==> config.mk <==
export PLATFORM = sky130hd
export DESIGN_NAME = rgb_fade_sequencer_flat
export DESIGN_NICKNAME = d
export VERILOG_FILES = /design/src/rtl/rgb_fade_sequencer_if.sv /design/src/rtl/rgb_fade_sequencer.sv /design/src/flat_wrapper.sv
export SDC_FILE = /design/constraint.sdc
export NUM_CORES = 1
export LEC_CHECK = 0
export ABC_AREA = 1
export ABC_CLOCK_PERIOD_IN_PS = 12600
export CORE_MARGIN = 1
export CORE_UTILIZATION = 50
export CTS_CLUSTER_DIAMETER = 150
export DETAILED_ROUTE_END_ITERATION = 12
export HOLD_SLACK_MARGIN = 0.03
export PLACE_DENSITY_LB_ADDON = 0.2
export RECOVER_POWER = 25
export SYNTH_ARGS = -nofsm -noshare
export SYNTH_HDL_FRONTEND = slang
export SYNTH_SLANG_ARGS = --single-unit
==> constraint.sdc <==
create_clock -name clk -period 12.6 [get_ports clk]
set_clock_uncertainty 0.15 [all_clocks]
set_input_delay 3.78 -clock clk [delete_from_list [all_inputs] [get_ports clk]]
set_output_delay 3.78 -clock clk [all_outputs]
set_load 0.02 [all_outputs]
==> src/rtl/rgb_fade_sequencer_if.sv <==
// Host/PWM-facing signal bundle for the RGB keyframe fade sequencer.
// master = register block and PWM side, slave = the sequencer itself.
interface rgb_fade_sequencer_if #(
  parameter int DUTY_W   = 12,
  parameter int NUM_KEYS = 8,
  parameter int HOLD_W   = 16
);
  localparam int KEY_W = $clog2(NUM_KEYS);

  logic                  enable;
  logic                  cfg_we;
  logic [KEY_W-1:0]      cfg_addr;
  logic [3*DUTY_W-1:0]   cfg_data;
  logic [KEY_W-1:0]      num_keys_m1;
  logic [DUTY_W-1:0]     step_size;
  logic [HOLD_W-1:0]     hold_periods;
  logic                  period_done;
  logic [DUTY_W-1:0]     duty_red;
  logic [DUTY_W-1:0]     duty_green;
  logic [DUTY_W-1:0]     duty_blue;
  logic                  duty_valid;
  logic [KEY_W-1:0]      key_idx;
  logic                  busy;

  modport master (
    output enable, cfg_we, cfg_addr, cfg_data, num_keys_m1, step_size,
           hold_periods, period_done,
    input  duty_red, duty_green, duty_blue, duty_valid, key_idx, busy
  );

  modport slave (
    input  enable, cfg_we, cfg_addr, cfg_data, num_keys_m1, step_size,
           hold_periods, period_done,
    output duty_red, duty_green, duty_blue, duty_valid, key_idx, busy
  );
endinterface

==> src/rtl/rgb_fade_sequencer.sv <==
// Steps RGB PWM duties through a host-loaded keyframe table, ramping and holding on PWM period ticks.
// period_done in cycle N gives new duties plus a one-cycle duty_valid in cycle N+1.
module rgb_fade_sequencer #(
  parameter int DUTY_W   = 12,
  parameter int NUM_KEYS = 8,
  parameter int HOLD_W   = 16
) (
  input logic                clk,
  input logic                rst,
  rgb_fade_sequencer_if.slave seq
);
  localparam int KEY_W = $clog2(NUM_KEYS);
  localparam logic [KEY_W-1:0]  KEY_ONE  = 1;
  localparam logic [HOLD_W-1:0] HOLD_ONE = 1;
  localparam logic [DUTY_W-1:0] DUTY_ONE = 1;

  typedef enum logic [1:0] {
    ST_IDLE,
    ST_RAMP,
    ST_HOLD
  } state_e;

  state_e               state_q, state_d;
  logic [KEY_W-1:0]     key_idx_q, key_idx_d;
  logic [HOLD_W-1:0]    hold_cnt_q, hold_cnt_d;
  logic [DUTY_W-1:0]    red_q, red_d;
  logic [DUTY_W-1:0]    green_q, green_d;
  logic [DUTY_W-1:0]    blue_q, blue_d;
  logic                 duty_valid_q, duty_valid_d;
  logic [3*DUTY_W-1:0]  table_q [NUM_KEYS];

  logic [3*DUTY_W-1:0]  tgt;
  logic [DUTY_W-1:0]    tgt_red, tgt_green, tgt_blue;
  logic [DUTY_W-1:0]    step_eff;
  logic [DUTY_W-1:0]    red_ramp, green_ramp, blue_ramp;

  // Moves clamp at the target, so neither direction can wrap.
  function automatic logic [DUTY_W-1:0] ramp_ch(
    input logic [DUTY_W-1:0] cur,
    input logic [DUTY_W-1:0] trg,
    input logic [DUTY_W-1:0] stp
  );
    logic [DUTY_W-1:0] res;
    if (cur < trg) begin
      res = ((trg - cur) <= stp) ? trg : cur + stp;
    end else begin
      res = ((cur - trg) <= stp) ? trg : cur - stp;
    end
    return res;
  endfunction

  // Reads the registered table, so a same-cycle write lands after this tick.
  assign tgt       = table_q[key_idx_q];
  assign tgt_red   = tgt[3*DUTY_W-1:2*DUTY_W];
  assign tgt_green = tgt[2*DUTY_W-1:DUTY_W];
  assign tgt_blue  = tgt[DUTY_W-1:0];
  assign step_eff  = (seq.step_size == '0) ? DUTY_ONE : seq.step_size;

  assign red_ramp   = ramp_ch(red_q,   tgt_red,   step_eff);
  assign green_ramp = ramp_ch(green_q, tgt_green, step_eff);
  assign blue_ramp  = ramp_ch(blue_q,  tgt_blue,  step_eff);

  always_comb begin
    state_d      = state_q;
    key_idx_d    = key_idx_q;
    hold_cnt_d   = hold_cnt_q;
    red_d        = red_q;
    green_d      = green_q;
    blue_d       = blue_q;
    duty_valid_d = 1'b0;

    case (state_q)
      ST_IDLE: begin
        if (seq.enable) begin
          key_idx_d = '0;
          state_d   = ST_RAMP;
        end
      end
      ST_RAMP: begin
        if (seq.period_done) begin
          red_d        = red_ramp;
          green_d      = green_ramp;
          blue_d       = blue_ramp;
          duty_valid_d = (red_ramp != red_q) || (green_ramp != green_q) ||
                         (blue_ramp != blue_q);
          if ((red_ramp == tgt_red) && (green_ramp == tgt_green) &&
              (blue_ramp == tgt_blue)) begin
            state_d    = ST_HOLD;
            hold_cnt_d = '0;
          end
        end
      end
      ST_HOLD: begin
        if (seq.period_done) begin
          if (hold_cnt_q >= seq.hold_periods) begin
            // >= so a key count lowered below the current index still wraps.
            key_idx_d = (key_idx_q >= seq.num_keys_m1) ? '0 : key_idx_q + KEY_ONE;
            state_d   = ST_RAMP;
          end else begin
            hold_cnt_d = hold_cnt_q + HOLD_ONE;
          end
        end
      end
      default: begin
        state_d = ST_IDLE;
      end
    endcase

    if (!seq.enable) begin
      state_d      = ST_IDLE;
      hold_cnt_d   = '0;
      key_idx_d    = key_idx_q;
      red_d        = red_q;
      green_d      = green_q;
      blue_d       = blue_q;
      duty_valid_d = 1'b0;
    end
  end

  always_ff @(posedge clk) begin
    if (rst) begin
      state_q      <= ST_IDLE;
      key_idx_q    <= '0;
      hold_cnt_q   <= '0;
      red_q        <= '0;
      green_q      <= '0;
      blue_q       <= '0;
      duty_valid_q <= 1'b0;
      for (int i = 0; i < NUM_KEYS; i++) begin
        table_q[i] <= '0;
      end
    end else begin
      state_q      <= state_d;
      key_idx_q    <= key_idx_d;
      hold_cnt_q   <= hold_cnt_d;
      red_q        <= red_d;
      green_q      <= green_d;
      blue_q       <= blue_d;
      duty_valid_q <= duty_valid_d;
      if (seq.cfg_we) begin
        table_q[seq.cfg_addr] <= seq.cfg_data;
      end
    end
  end

  assign seq.duty_red   = red_q;
  assign seq.duty_green = green_q;
  assign seq.duty_blue  = blue_q;
  assign seq.duty_valid = duty_valid_q;
  assign seq.key_idx    = key_idx_q;
  assign seq.busy       = (state_q == ST_RAMP) || (state_q == ST_HOLD);
endmodule

==> src/flat_wrapper.sv <==
// flat-port wrapper written by rule: the top's interface ports become plain ports
module rgb_fade_sequencer_flat 
#(
  parameter int DUTY_W   = 12,
  parameter int NUM_KEYS = 8,
  parameter int HOLD_W   = 16
)
  (clk, rst, seq_enable, seq_cfg_we, seq_cfg_addr, seq_cfg_data, seq_num_keys_m1, seq_step_size, seq_hold_periods, seq_period_done, seq_duty_red, seq_duty_green, seq_duty_blue, seq_duty_valid, seq_key_idx, seq_busy);
  rgb_fade_sequencer_if #(.DUTY_W(DUTY_W), .NUM_KEYS(NUM_KEYS), .HOLD_W(HOLD_W)) seq_i ();
  input logic clk;
  input logic rst;
  input wire logic [$bits(seq_i.enable)-1:0] seq_enable;
  input wire logic [$bits(seq_i.cfg_we)-1:0] seq_cfg_we;
  input wire logic [$bits(seq_i.cfg_addr)-1:0] seq_cfg_addr;
  input wire logic [$bits(seq_i.cfg_data)-1:0] seq_cfg_data;
  input wire logic [$bits(seq_i.num_keys_m1)-1:0] seq_num_keys_m1;
  input wire logic [$bits(seq_i.step_size)-1:0] seq_step_size;
  input wire logic [$bits(seq_i.hold_periods)-1:0] seq_hold_periods;
  input wire logic [$bits(seq_i.period_done)-1:0] seq_period_done;
  output wire logic [$bits(seq_i.duty_red)-1:0] seq_duty_red;
  output wire logic [$bits(seq_i.duty_green)-1:0] seq_duty_green;
  output wire logic [$bits(seq_i.duty_blue)-1:0] seq_duty_blue;
  output wire logic [$bits(seq_i.duty_valid)-1:0] seq_duty_valid;
  output wire logic [$bits(seq_i.key_idx)-1:0] seq_key_idx;
  output wire logic [$bits(seq_i.busy)-1:0] seq_busy;
  assign seq_i.enable = seq_enable;
  assign seq_i.cfg_we = seq_cfg_we;
  assign seq_i.cfg_addr = seq_cfg_addr;
  assign seq_i.cfg_data = seq_cfg_data;
  assign seq_i.num_keys_m1 = seq_num_keys_m1;
  assign seq_i.step_size = seq_step_size;
  assign seq_i.hold_periods = seq_hold_periods;
  assign seq_i.period_done = seq_period_done;
  assign seq_duty_red = seq_i.duty_red;
  assign seq_duty_green = seq_i.duty_green;
  assign seq_duty_blue = seq_i.duty_blue;
  assign seq_duty_valid = seq_i.duty_valid;
  assign seq_key_idx = seq_i.key_idx;
  assign seq_busy = seq_i.busy;
  rgb_fade_sequencer #(.DUTY_W(DUTY_W), .NUM_KEYS(NUM_KEYS), .HOLD_W(HOLD_W)) u_core (.clk(clk), .rst(rst), .seq(seq_i));
endmodule
Yosys cells after proc, flatten, opt, wreduce, memory -nomap -nowiden
Memory sizes are Yosys's and may differ from the RTL's. A register that Yosys moved wholly into a read port is not among the register bits.
Cells that the tools add are included.
W data, S select, Z words.
- output and inout bits: 41
- memories: 1
- bits in writable memories: 288
- bits in registers: 58
- equal/unequal tests: 13
- mux-type cells: 34
- add/sub/neg operators: 14
- reduce and logical (&&, ||, !) cells: 16
- $lt $le $gt $ge: 11
- bitwise operators: 3
- memories (name ; depth ; bits a word ; read ports ; clocked after memory_dff ; wr ports ; line ; text):
    u_core.table_q ; 8 ; 36 ; 1 ; 1 ; 8 ; rgb_fade_sequencer.sv:30 ; logic [3*DUTY_W-1:0] table_q [NUM_KEYS];
- operators by type and width (cell ; number):
    $mux W12 ; 10
    $sub A12 B12 Y12 ; 9
    $le A12 B12 Y1 ; 6
    $mux W16 ; 4
    $add A12 B12 Y12 ; 3
    $eq A12 B12 Y1 ; 3
    $lt A12 B12 Y1 ; 3
    $mux W36 ; 1
    $ne A12 B12 Y1 ; 3
    $reduce_or A36 Y1 ; 1
    $pmux W16 S2 ; 1
    $mux W3 ; 6
    $add A16 B1 Y16 const B ; 1
    $ge A16 B16 Y1 ; 1
    $logic_not A12 Y1 ; 1
    $mux W2 ; 4
    $reduce_and A4 Y1 ; 2
    $mux W1 ; 6
    $ne A2 B2 Y1 const B ; 3
    $pmux W2 S3 ; 1
    $pmux W3 S2 ; 1
    $reduce_and A5 Y1 ; 1
    $ne A2 B1 Y1 const B ; 2
    $reduce_bool A2 Y1 ; 2
    other kinds (11) ; 16

Longest topological paths before layout
- depth after elaboration: 11
- gate-level depth with buffers: 44
- mapped depth without buffers: 41

Worst setup path after synthesis
Ideal clock, no wire load.
- path kind: input -> register
- from: in seq_step_size[4]
- to: reg u_core.hold_cnt_q[5]
- stages: 28
- data arrival time: 6.809 ns
- slack: 5.529 ns
- path through: inv_1 nand4_1 nor2_1 a41o_1 ha_1 inv_1 fa_1 nand2_1 nand3_1 nand3b_1 nand2_1 nand2_1 nand2_1 nand2_1 nand3_1 nand2_1 nand2_1 nand2_1 nand2_1 nor2_1 nand2_1 nor2_1 nand3_1 nand2_2 nand2_4 buf_4 nor2_1 nor2_1
- cells in the longest elaborated chain, start to end: 10
- elaborated cells on any way between the ends: 30
- RTL lines (item ; line ; text):
    start: declaration ; flat_wrapper.sv:17 ; input wire logic [$bits(seq_i.step_size)-1:0] seq_step_size;
    $logic_not A12 Y1 ; rgb_fade_sequencer.sv:57 ; assign step_eff = (seq.step_size == '0) ? DUTY_ONE : seq.step_size;
    $mux W12 (*) ; rgb_fade_sequencer.sv:57 ;
    $sub A12 B12 Y12 (tied with other cells) ; rgb_fade_sequencer.sv:47 ; res = ((cur - trg) <= stp) ? trg : cur - stp;
    $mux W12, on equally long branches ; rgb_fade_sequencer.sv:47, rgb_fade_sequencer.sv:45 ;
    $mux W12 ; rgb_fade_sequencer.sv:44 ; if (cur < trg) begin
    $eq A12 B12 Y1 ; rgb_fade_sequencer.sv:86 ; if ((red_ramp == tgt_red) && (green_ramp == tgt_green) &&
    $logic_and A1 B1 Y1 ; rgb_fade_sequencer.sv:86 ;
    $logic_and A1 B1 Y1 (*) ; rgb_fade_sequencer.sv:86 ;
    $ne A2 B1 Y1 (no source line) (*) ; - ;
    $reduce_and A5 Y1 (no source line) (*) ; - ;
    end signal: assignment ; rgb_fade_sequencer.sv:135 ; hold_cnt_q <= hold_cnt_d;
    end: declaration ; rgb_fade_sequencer.sv:25 ; logic [HOLD_W-1:0] hold_cnt_q, hold_cnt_d;
Mark *: on every way between the ends. The rest lies on a longest branch, timed or not.
A chain may end at the register's enable or synchronous reset.

==> summary.txt <==
Critical path
  • Crit path max-delay family: buffers and inverters
  • Crit path DAT: 9.63 ns
  • Worst path bufs/invs: 5
  • CP startpoint: rst
  • Critical Path End: u_core.table_q[3][2]$_SDFFCE_PN0P_
  • Crit. End Element: register
  • Critical Path Slowest Stage Cell: clkbuf_1
  • FF-to-FF End: u_core.hold_cnt_q[7]$_SDFFE_PP0P_
  • Setup CP Type: input port to register
  • Flop2flop setup slack: 4.34 ns
  • Worst Setup Start Kind: input port
  • CP cell instances: dlygate4sd3_1 -> clkbuf_1 -> inv_1 -> nand2_1 -> nor2_1 -> nand2_2 -> clkbuf_1 -> nand2_2 -> buf_4
  • Slowest stage delay, CP: around 1.8 ns
  • Worst R2R Path Depth: 37
  • Worst Path Max Fanout: 37
  • Required time of the critical path: 12.71 ns
  • Critical path depth: 9

Drt
  • Drt wl/cell: between 15 and 20 µm
  • Initial DRC Count: 2,227
  • Number of vias per cell: between 5 and 6
  • DRC viols: 0
  • Via Count: 24,100
  • Final wirelength: a little over 80 mm
  • TritonRoute pass-1 iters: 9
  • Post-route antenna net violation count: 0

Pwr
  • Sw frac: 37.3%
  • Sw Pwr: 1.47 mW
  • VDD IR max: 85.1 µV
  • Internal power: roughly 2.5 mW
  • Total power per unit cell area: between 100 and 150 nW/µm²
  • Seq pwr share: 34.5%
  • Static Leakage: 13.9 nW
  • Clock network power share: 30.3%
  • Comb pwr share: 35.3%
  • Total power: 3.93 mW

CTS
  • Post-CTS setup buffers: 0
  • Worst-Skew Late Latency: between 0.5 and 0.6 ns
  • CTS tree: yes
  • Clock slew at reported path FFs: 0.06 ns
  • Post-CTS sizing: 0
  • Maximum root-to-sink buffer count: 3
  • CTS Buf Count: 40
  • Clock Tree Root: clkbuf_16
  • Clock Sinks: approximately 350
  • H-Tree Level Count: 2
  • CTS Hold Bufs: 0

Synthesis
  • FF+latch count, synth: roughly 350
  • Post-synthesis sequential area ratio: 36.9%
  • Syn_area_per_cell: 7.35 µm²
  • Mapped Cells: approximately 3,600
  • Area contributors post-synth: edfxtp_1, nand2_1, ha_1, nor2_1, inv_1
  • Yosys warnings: 0
  • Ys flop type: edfxtp_1
  • Post-synth top area cell: edfxtp_1
  • Asr flop ratio synth: 0%
  • Post-synth EDFFs: 288
  • Syn_nets: 3,954
  • Mapped Area: between 20,000 and 30,000 µm²
  • Post-synth cell types: 51
  • Synth top area share: 32.3%

STA
  • Final worst path period share: 75.6%
  • Fin Setup TNS: 0 ns
  • Max-slew headroom: -71.3%
  • Hold Fails Final Rpt: 0
  • Worst-Margin Slew: between 2 and 3 ns
  • Max-slew violation count: 321
  • RSZ-0062 raised after global routing: false
  • Fmax: 105 MHz
  • Crit path time final: 9.52 ns
  • # setup viols final: 0

Cells and area
  • Fillers: 5,030
  • Area grow syn2layout: 10.6%
  • Share of cells above drive strength 1: about 4.2%
  • Antenna diodes: 0
  • # nets final: between 3,000 and 4,000

Placed design
  • Placer Congestion: 1.02
  • Post-DP HPWL: 57.2 mm
  • PortBufs: 115

Global routing
  • Largest net degree at the start of global routing: 55
  • Vias in the first global route: ~22,000
  • Met1 Usage GRT: a little over two fifths
  • All-Layer GR Usage: between 30% and 40%
  • Global Route met3 Usage: around 4.3%
  • GRT Residual Overflow: 0
  • GR Util met2: 47.9%
  • Gr busiest metal: met2
  • Initial antenna violation count: 0
  • First-pass GRT wire length: about 130 mm

Floorplan
  • Starting Density: 50.8%
  • # rows: 84
  • I/O pins: 116
  • Core ar.: 52,700 µm²
  • Die H: 233 µm
  • Die area: around 54,000 µm²
  • Die X-Extent: ~230 µm

Outcome
  • Outcome: finished with violations
  • Failing checks: capacitance limit, slew limit

Run
  • Max-Cap Viols: 9

Min path
  • Hold crit path type: register to register
==> Yosys cell counts (15+ instances only) <==
cell type and number:
buf_2 55, nand2_1 775, a31oi_1 15, ha_1 230, edfxtp_1 288, nand3_1 281, nor2_1 701, o21ai_0 193
o211ai_1 15, o21ai_1 63, xor2_1 95, dfxtp_1 61, nand4_1 30, clkbuf_1 69, inv_1 393, xnor2_1 18
o21ai_2 32, nor3_1 28, a21oi_1 161
==> worst min path at each step <==
stage                                             from  slack (ns)  cells past startpoint                           endpoint
floorplan               u_core.state_q[1]$_SDFFE_PP0P_        0.33                      2     u_core.state_q[1]$_SDFFE_PP0P_
global placement     u_core.hold_cnt_q[0]$_SDFFE_PP0P_        0.35                      2  u_core.hold_cnt_q[0]$_SDFFE_PP0P_
detailed placement   u_core.hold_cnt_q[0]$_SDFFE_PP0P_        0.37                      2  u_core.hold_cnt_q[0]$_SDFFE_PP0P_
CTS                     u_core.state_q[1]$_SDFFE_PP0P_        0.37                      2     u_core.state_q[1]$_SDFFE_PP0P_
global route        u_core.seq.key_idx[1]$_SDFFE_PP0P_        0.41                      2                           register
finish                  u_core.state_q[1]$_SDFFE_PP0P_        0.38                      2     u_core.state_q[1]$_SDFFE_PP0P_
==> final cells by class <==
cell class | count | area (µm²) | area share (%)
Clock inverter | 26 | 284 | 0.960
Sequential cell | 349 | 9880 | 33.4
Multi-Input combinational cell | 2731 | 14700 | 49.6
Inverter | 404 | 1520 | 5.14
Clock buffer | 47 | 1040 | 3.51
Timing Repair Buffer | 144 | 1340 | 4.51
Tap cell | 688 | 861 | 2.91
==> logic make-up after synthesis <==
kind of cell | Yosys count | share of synthesized area [%]
compound gates | 530 | 11.1
mux | 1 | 0.0842
simple gates | 1845 | 28.1
buf+inv | 557 | 8.46
flops | 349 | 36.9
xor+xnor | 113 | 3.70
fa+ha+maj | 242 | 11.7
==> state kept, by name (all words and copies together) (netlist names), named ones only <==
register and count:
u_core.seq.duty_blue 12, u_core.seq.duty_green 12, u_core.seq.duty_valid 1, u_core.state_q 2
u_core.table_q 288, u_core.hold_cnt_q 16, u_core.seq.key_idx 3, u_core.seq.duty_red 12
==> worst min-delay path: cells and delay by family, from the launching register on <==
family,cells,cell delay (ns)
flip-flops,1,0.31
buffers and inverters,1,0.10
AO/OA/AOI/OAI,1,0.07
==> power by group through the flow <==
stage	clock network, mW	registers, mW	logic [mW]
global placement	0	1.38	1.35
floorplan	0	1.37	1.02
global route	1.25	1.36	1.57
finish	1.19	1.36	1.39
detailed placement	0	1.38	1.36
CTS	1.21	1.36	1.37
==> per-layer routing <==
layer	wire length (µm)	vias up	share of wire, %
met4	2160	0	2.6
li1	-	12000	-
met1	37700	11200	46
met5	0	-	0
met3	5710	115	7.0
met2	36500	853	44
==> cell usage in the layout (no fill, tap or decap), types with 3 or more instances in the layout <==
master,instances
nand2_1,759
nor2_1,701
inv_1,393
edfxtp_1,288
nand3_1,281
ha_1,230
o21ai_0,193
a21oi_1,161
clkdlybuf4s50_1,97
xor2_1,95
o21ai_1,63
dfxtp_1,59
clkbuf_16,40
o21ai_2,32
nand4_1,30
nor3_1,27
nand2_2,21
buf_4,20
xnor2_1,18
dlygate4sd3_1,18
a31oi_1,15
o211ai_1,15
clkbuf_1,15
fa_1,12
o22ai_1,10
a21o_1,10
clkinv_1,10
inv_2,9
o21bai_1,9
o221ai_1,7
nand3b_1,7
and2_1,5
nand3_2,5
bufinv_16,5
inv_6,4
nor4_1,3
clkinv_2,3
clkinv_4,3
==> through the flow <==
stage | cell area, µm² | std cells | hold WS (ns) | setup slack [ns] | util (%)
after floorplan | 26700 | 3637 | 0.328 | 5.53 | -
after global placement | 28300 | 4316 | 0.351 | 3.26 | 53.7
after detailed placement | 28300 | 4316 | 0.365 | 3.13 | 53.7
after CTS | 29600 | 4389 | 0.375 | 3.74 | 56.2
after global routing | 29600 | 4389 | 0.414 | 2.87 | 56.2
final | 29600 | 4389 | 0.376 | 3.08 | 56.2
Power figures use the tool's default switching activity.
